## src/rtl/btn_cond_pkg.sv

```systemverilog
// Shared types and default timing for the button conditioner.
// Defaults assume a 27 MHz clock.
package btn_cond_pkg;

  localparam int unsigned DEF_DB_CYCLES     = 270000;
  localparam int unsigned DEF_REPEAT_DELAY  = 13500000;
  localparam int unsigned DEF_REPEAT_PERIOD = 2700000;

  typedef enum logic [1:0] {
    ST_IDLE   = 2'd0,
    ST_DELAY  = 2'd1,
    ST_REPEAT = 2'd2
  } rep_state_e;

  function automatic int unsigned max_u(input int unsigned a, input int unsigned b);
    return (a > b) ? a : b;
  endfunction

endpackage

```

## src/rtl/button_conditioner_if.sv

```systemverilog
// Switch inputs and conditioned strobe/level outputs of the button conditioner.
interface button_conditioner_if;
  logic i_btn_sed;
  logic i_btn_cnt;
  logic o_sed_pulse;
  logic o_cnt_pulse;
  logic o_sed_level;
  logic o_cnt_level;

  modport master (
    output i_btn_sed, i_btn_cnt,
    input  o_sed_pulse, o_cnt_pulse, o_sed_level, o_cnt_level
  );

  modport slave (
    input  i_btn_sed, i_btn_cnt,
    output o_sed_pulse, o_cnt_pulse, o_sed_level, o_cnt_level
  );
endinterface

```

## src/rtl/btn_debounce_ch.sv

```systemverilog
// One switch channel: polarity normalise, 2-flop sync, debounce, press strobe.
// o_level_nxt_c is the value the stable level takes at the next edge.
module btn_debounce_ch
  import btn_cond_pkg::*;
#(
  parameter int unsigned DB_CYCLES      = DEF_DB_CYCLES,
  parameter bit          BTN_ACTIVE_LOW = 1'b1
) (
  input  logic i_clk,
  input  logic i_rst_n,
  input  logic i_btn,
  output logic o_level,
  output logic o_pulse,
  output logic o_level_nxt_c
);

  localparam int unsigned DB_W = $clog2(DB_CYCLES);

  logic            w_norm;
  logic            w_accept;
  logic            r_sync1;
  logic            r_sync2;
  logic            r_stable;
  logic            r_pulse;
  logic [DB_W-1:0] r_cnt;

  assign w_norm        = BTN_ACTIVE_LOW ? ~i_btn : i_btn;
  assign w_accept      = (r_sync2 != r_stable) && (r_cnt == DB_W'(DB_CYCLES - 1));
  assign o_level_nxt_c = w_accept ? r_sync2 : r_stable;
  assign o_level       = r_stable;
  assign o_pulse       = r_pulse;

  // Counter runs only while the synchronised input disagrees with the stable level
  always_ff @(posedge i_clk or negedge i_rst_n) begin
    if (!i_rst_n) begin
      r_sync1  <= 1'b0;
      r_sync2  <= 1'b0;
      r_stable <= 1'b0;
      r_pulse  <= 1'b0;
      r_cnt    <= '0;
    end else begin
      r_sync1  <= w_norm;
      r_sync2  <= r_sync1;
      r_stable <= o_level_nxt_c;
      r_pulse  <= w_accept & r_sync2;
      if ((r_sync2 == r_stable) || w_accept) begin
        r_cnt <= '0;
      end else begin
        r_cnt <= r_cnt + DB_W'(1);
      end
    end
  end

endmodule

```

## src/rtl/button_conditioner.sv

```systemverilog
// Conditions the send and count switches into one-cycle strobes and levels;
// the count channel adds hold-to-auto-repeat.
module button_conditioner
  import btn_cond_pkg::*;
#(
  parameter int unsigned DB_CYCLES      = DEF_DB_CYCLES,
  parameter int unsigned REPEAT_DELAY   = DEF_REPEAT_DELAY,
  parameter int unsigned REPEAT_PERIOD  = DEF_REPEAT_PERIOD,
  parameter bit          BTN_ACTIVE_LOW = 1'b1,
  parameter bit          REPEAT_EN      = 1'b1
) (
  input logic                 i_clk,
  input logic                 i_rst_n,
  button_conditioner_if.slave bus
);

  localparam int unsigned RCNT_W = $clog2(max_u(REPEAT_DELAY, REPEAT_PERIOD));

  logic              w_sed_level;
  logic              w_sed_pulse;
  logic              w_sed_level_nxt;
  logic              w_cnt_level;
  logic              w_cnt_pulse;
  logic              w_cnt_level_nxt;
  logic              w_unused;
  rep_state_e        r_state;
  rep_state_e        w_state_nxt;
  logic [RCNT_W-1:0] r_rcnt;
  logic [RCNT_W-1:0] w_rcnt_nxt;
  logic              r_rep_pulse;
  logic              w_rep_nxt;

  btn_debounce_ch #(.DB_CYCLES(DB_CYCLES), .BTN_ACTIVE_LOW(BTN_ACTIVE_LOW)) u_sed (
    .i_clk        (i_clk),
    .i_rst_n      (i_rst_n),
    .i_btn        (bus.i_btn_sed),
    .o_level      (w_sed_level),
    .o_pulse      (w_sed_pulse),
    .o_level_nxt_c(w_sed_level_nxt)
  );

  btn_debounce_ch #(.DB_CYCLES(DB_CYCLES), .BTN_ACTIVE_LOW(BTN_ACTIVE_LOW)) u_cnt (
    .i_clk        (i_clk),
    .i_rst_n      (i_rst_n),
    .i_btn        (bus.i_btn_cnt),
    .o_level      (w_cnt_level),
    .o_pulse      (w_cnt_pulse),
    .o_level_nxt_c(w_cnt_level_nxt)
  );

  assign w_unused = w_sed_level_nxt;

  // Repeat state register
  always_ff @(posedge i_clk or negedge i_rst_n) begin
    if (!i_rst_n) begin
      r_state     <= ST_IDLE;
      r_rcnt      <= '0;
      r_rep_pulse <= 1'b0;
    end else begin
      r_state     <= w_state_nxt;
      r_rcnt      <= w_rcnt_nxt;
      r_rep_pulse <= w_rep_nxt;
    end
  end

  // Decisions use the next stable level so DELAY starts with the press strobe
  // and a release edge can never carry a repeat strobe.
  always_comb begin
    w_state_nxt = r_state;
    w_rcnt_nxt  = r_rcnt;
    w_rep_nxt   = 1'b0;
    if (!w_cnt_level_nxt || !REPEAT_EN) begin
      w_state_nxt = ST_IDLE;
      w_rcnt_nxt  = '0;
    end else begin
      case (r_state)
        ST_IDLE: begin
          if (!w_cnt_level) begin
            w_state_nxt = ST_DELAY;
            w_rcnt_nxt  = '0;
          end
        end
        ST_DELAY: begin
          if (r_rcnt == RCNT_W'(REPEAT_DELAY - 1)) begin
            w_rep_nxt   = 1'b1;
            w_rcnt_nxt  = '0;
            w_state_nxt = ST_REPEAT;
          end else begin
            w_rcnt_nxt = r_rcnt + RCNT_W'(1);
          end
        end
        ST_REPEAT: begin
          if (r_rcnt == RCNT_W'(REPEAT_PERIOD - 1)) begin
            w_rep_nxt  = 1'b1;
            w_rcnt_nxt = '0;
          end else begin
            w_rcnt_nxt = r_rcnt + RCNT_W'(1);
          end
        end
        default: begin
          w_state_nxt = ST_IDLE;
          w_rcnt_nxt  = '0;
        end
      endcase
    end
  end

  assign bus.o_sed_pulse = w_sed_pulse;
  assign bus.o_sed_level = w_sed_level;
  assign bus.o_cnt_pulse = w_cnt_pulse | r_rep_pulse;
  assign bus.o_cnt_level = w_cnt_level;

endmodule
```

## src/flat_wrapper.sv

```systemverilog
// flat-port wrapper written by rule: the top's interface ports become plain ports
module button_conditioner_flat import btn_cond_pkg::*;
#(
  parameter int unsigned DB_CYCLES      = DEF_DB_CYCLES,
  parameter int unsigned REPEAT_DELAY   = DEF_REPEAT_DELAY,
  parameter int unsigned REPEAT_PERIOD  = DEF_REPEAT_PERIOD,
  parameter bit          BTN_ACTIVE_LOW = 1'b1,
  parameter bit          REPEAT_EN      = 1'b1
)
  (i_clk, i_rst_n, bus_i_btn_sed, bus_i_btn_cnt, bus_o_sed_pulse, bus_o_cnt_pulse, bus_o_sed_level, bus_o_cnt_level);
  button_conditioner_if bus_i ();
  input logic i_clk;
  input logic i_rst_n;
  input wire logic [$bits(bus_i.i_btn_sed)-1:0] bus_i_btn_sed;
  input wire logic [$bits(bus_i.i_btn_cnt)-1:0] bus_i_btn_cnt;
  output wire logic [$bits(bus_i.o_sed_pulse)-1:0] bus_o_sed_pulse;
  output wire logic [$bits(bus_i.o_cnt_pulse)-1:0] bus_o_cnt_pulse;
  output wire logic [$bits(bus_i.o_sed_level)-1:0] bus_o_sed_level;
  output wire logic [$bits(bus_i.o_cnt_level)-1:0] bus_o_cnt_level;
  assign bus_i.i_btn_sed = bus_i_btn_sed;
  assign bus_i.i_btn_cnt = bus_i_btn_cnt;
  assign bus_o_sed_pulse = bus_i.o_sed_pulse;
  assign bus_o_cnt_pulse = bus_i.o_cnt_pulse;
  assign bus_o_sed_level = bus_i.o_sed_level;
  assign bus_o_cnt_level = bus_i.o_cnt_level;
  button_conditioner #(.DB_CYCLES(DB_CYCLES), .REPEAT_DELAY(REPEAT_DELAY), .REPEAT_PERIOD(REPEAT_PERIOD), .BTN_ACTIVE_LOW(BTN_ACTIVE_LOW), .REPEAT_EN(REPEAT_EN)) u_core (.i_clk(i_clk), .i_rst_n(i_rst_n), .bus(bus_i));
endmodule
```

## config.mk

```make
export PLATFORM = sky130hd
export DESIGN_NAME = button_conditioner_flat
export DESIGN_NICKNAME = d
export VERILOG_FILES = /design/src/rtl/btn_cond_pkg.sv /design/src/rtl/button_conditioner_if.sv /design/src/rtl/btn_debounce_ch.sv /design/src/rtl/button_conditioner.sv /design/src/flat_wrapper.sv
export SDC_FILE = /design/constraint.sdc
export NUM_CORES = 1
export LEC_CHECK = 0
export CORE_ASPECT_RATIO = 0.6
export CORE_MARGIN = 2
export CORE_UTILIZATION = 45
export DETAILED_ROUTE_END_ITERATION = 7
export SYNTH_ARGS = -nofsm -noshare
export SYNTH_HDL_FRONTEND = slang
export SYNTH_SLANG_ARGS = --single-unit
```

## constraint.sdc

```tcl
create_clock -name i_clk -period 3 [get_ports i_clk]
set_clock_uncertainty 0.2 [all_clocks]
set_input_delay 0.6 -clock i_clk [delete_from_list [all_inputs] [get_ports i_clk]]
set_output_delay 0.6 -clock i_clk [all_outputs]
set_load 0.02 [all_outputs]
```

==> key figures <==
Clock tree
  – Root Driver: clkbuf_16
  – Clock latency on the worst-skew pair: 330 ps
  – Setup Fix Bufs, Post-CTS: 0
  – Clock buffers created by TritonCTS: 9
  – PostCTS Resize Cnt: 0
  – Maximum buffer depth of the clock tree: 2
  – Hold buffers post-CTS: 0
  – TritonCTS clock tree: yes
  – Clock H-tree levels: 3
  – Number of sinks on the clock net: 73
  – Reg clk slew, reported paths: ~60 ps

Timing
  – Slew at the pin closest to its max-slew limit: 648 ps
  – Worst slack on hold paths: 53.0 ps
  – Worst relative slew slack: a little under three fifths
  – Final hold violation count: 0
  – RSZ-0062 raised after global routing: no
  – Post-route fraction of the period consumed by the critical path: 92.6%
  – Total of endpoints with negative setup slack in the final report: 0
  – Final-report max-slew violation count: 0
  – Final critical-path required period: 2780 ps
  – Fmax: 360 MHz
  – Worst setup margin: 221 ps
  – Setup tns final: 0 ps

GRT
  – First-pass GRT wire length: 12200 um
  – Pin count of the biggest net entering global routing: 42
  – Congestion Overflow GR: 0
  – Total global routing track utilization: 17.8%
  – Vias in the first global route: roughly 2400
  – Initial antenna violation count: 0

Routing
  – Via density per instance: 5.32
  – DR vias: around 2700
  – Detail Route Antenna Nets: 0
  – 1st-pass router iterations: 4
  – Number of design rule violations left after detail routing: 0
  – Iteration-0 DRC Markers: approximately 170
  – Drt total wl: ~7200 um
  – Routed wire per std cell: 14.5 um

Synth
  – Share of the synthesized area in the top cell type: 49.3%
  – Number of storage elements in the synthesis netlist: 73
  – Synth cell types: 47
  – Top cells by area in the synthesized netlist: dfrtp_1, nor2_1, xor2_1
  – Net Count, Synth: approximately 390
  – Dominant register cell in the synthesized netlist: dfrtp_1
  – Count leader, synth: dfrtp_1
  – Mapped Area: roughly 3700 um^2
  – Cells after Synth: 374
  – Number of enable flip-flop cells after synthesis: 0
  – Async set-or-reset flop fraction in the synthesized netlist: 100%
  – Yosys warns: 0
  – Most numerous cell types in the synthesized netlist: dfrtp_1, nor2_1, nand3_1, xor2_1, xnor2_1
  – Synthesized area divided by synthesized cell count: between 9 and 10 um^2
  – Cell taking the most area after synthesis: dfrtp_1
  – Post-synthesis sequential area ratio: 49.3%

Layout
  – Nets: 398
  – Share of cells above drive strength 1: 8.18%
  – Finished Core Util: 52.9%
  – Antenna diodes: 0
  – Synth-to-Final Area Change: 13.3%

Job
  – Max-capacitance violation count: 0

Critical path
  – Largest stage delay, worst path: ~470 ps
  – Slowest cell on crit path: o41ai_2
  – Maximum fanout count along the critical path: 7
  – Classification of the worst setup path: register to register
  – CP Data Arrival Time: between 2000 and 3000 ps
  – Origin of the worst setup path: u_core.r_rcnt[0]
  – List of cells traversed by the critical path: ha_1 > and4_1 > nand3_1 > o41ai_2 > nor2b_1 > nor3b_1 > a22o_1
  – Startpoint kind of the worst setup timing path: register
  – Origin of the critical flop-to-flop path: u_core.r_rcnt[0]
  – Worst Path Required: 3060 ps
  – Element type at the critical path end: register

Power
  – Post-route total power: 2.16 mW
  – Power per standard cell area: 515 nW/um^2
  – Peak supply drop: ~360 uV
  – Leakage power figure: between 1.5 and 2 nW

Floorplan
  – Die width: 121 um
  – Std-Cell Rows: 25
  – Die Area: approximately 9000 um^2
  – Core region area: 7950 um^2
  – Die height: 74.3 um
  – I/O pin count: 8
  – Effective utilization at floorplan: 46.7%

Place
  – Final weighted congestion in routability-driven placement: about 0.90
  – Quantity of I/O buffers inserted on ports: 7
  – Detailed placer's ending HPWL: 4970 um
  – Place WS: 310 ps

Status
  – Outcome: finished clean

Min path
  – Class of the worst hold path: primary input to async pin
layout by cell type (no fill, tap or decap), types with 9 or more instances in the layout:
master and count:
dfrtp_1 73, nor2_1 63, clkbuf_16 9, nand2_1 21, and3_1 18, nand3_1 28
xnor2_1 23, xor2_1 26, inv_1 9, nand4_1 10
state kept, by name (all words and copies together) (netlist names), 2 cells and up:
register	cells
u_core.r_rcnt	24
u_core.u_cnt.r_cnt	19
u_core.u_sed.r_cnt	19
u_core.r_state	2
metal layers:
layer	vias up	track usage, %	share of wire (%)
met5	-	0	0
met4	0	6.90	1.2
met3	10	4.75	5.4
met2	63	21.8	36
met1	1266	28.8	58
li1	1318	-	-
area by class of cell:
cell class                 count  area, um^2
clock buffer                  13         280
clock inverter                 2        35.0
fill                         737        3740
inverter                       9        33.8
multi-input combinational    280        1770
sequential                    73        1830
tap                          108         135
timing repair buffer          14         120
kinds of logic after synthesis:
| kind of cell | share of synthesized area (%) |
|---|---|
| muxes | 0.877 |
| adders and majority gates | 2.36 |
| AOI/OAI and AO/OA | 5.94 |
| buffers and inverters | 3.04 |
| DFF | 49.3 |
| xor gates and xnor gates | 11.6 |
| and+or+nand+nor | 27.0 |
critical path, delay by kind of cell (launching register included):
family,cells,cell delay [ps]
AOI/OAI and AO/OA,2,670
DFF,1,420
and+or+nand+nor,4,1150
adders and majority gates,1,260
where the power goes:
| part | total (mW) | switching, mW | internal (mW) |
|---|---|---|---|
| combinational | 0.0469 | 0.0337 | 0.0132 |
| clock | 1.11 | 0.386 | 0.728 |
| sequential | 1.00 | 0.00817 | 0.995 |
worst paths after layout:
kind / cells past startpoint / endpoint / slack (ps)
worst max register to register: 7 / u_core.r_state[1] / 220
worst min register to register: 0 / u_core.u_cnt.r_sync2 / 150
max in group asynchronous: 2 / u_core.r_rcnt[22] / 1890
worst min-delay path: 1 / u_core.r_rep_pulse / 50
min in group i_clk: 0 / u_core.u_cnt.r_sync2 / 150
worst max-delay path: 7 / u_core.r_state[1] / 220
stage by stage:
step | instance area [um^2] | instances
floorplan | 3710 | 374
global placement | 3880 | 484
detailed placement | 3880 | 484
CTS | 4200 | 499
global route | 4200 | 499
finish | 4200 | 499
Power figures use the tool's default switching activity.
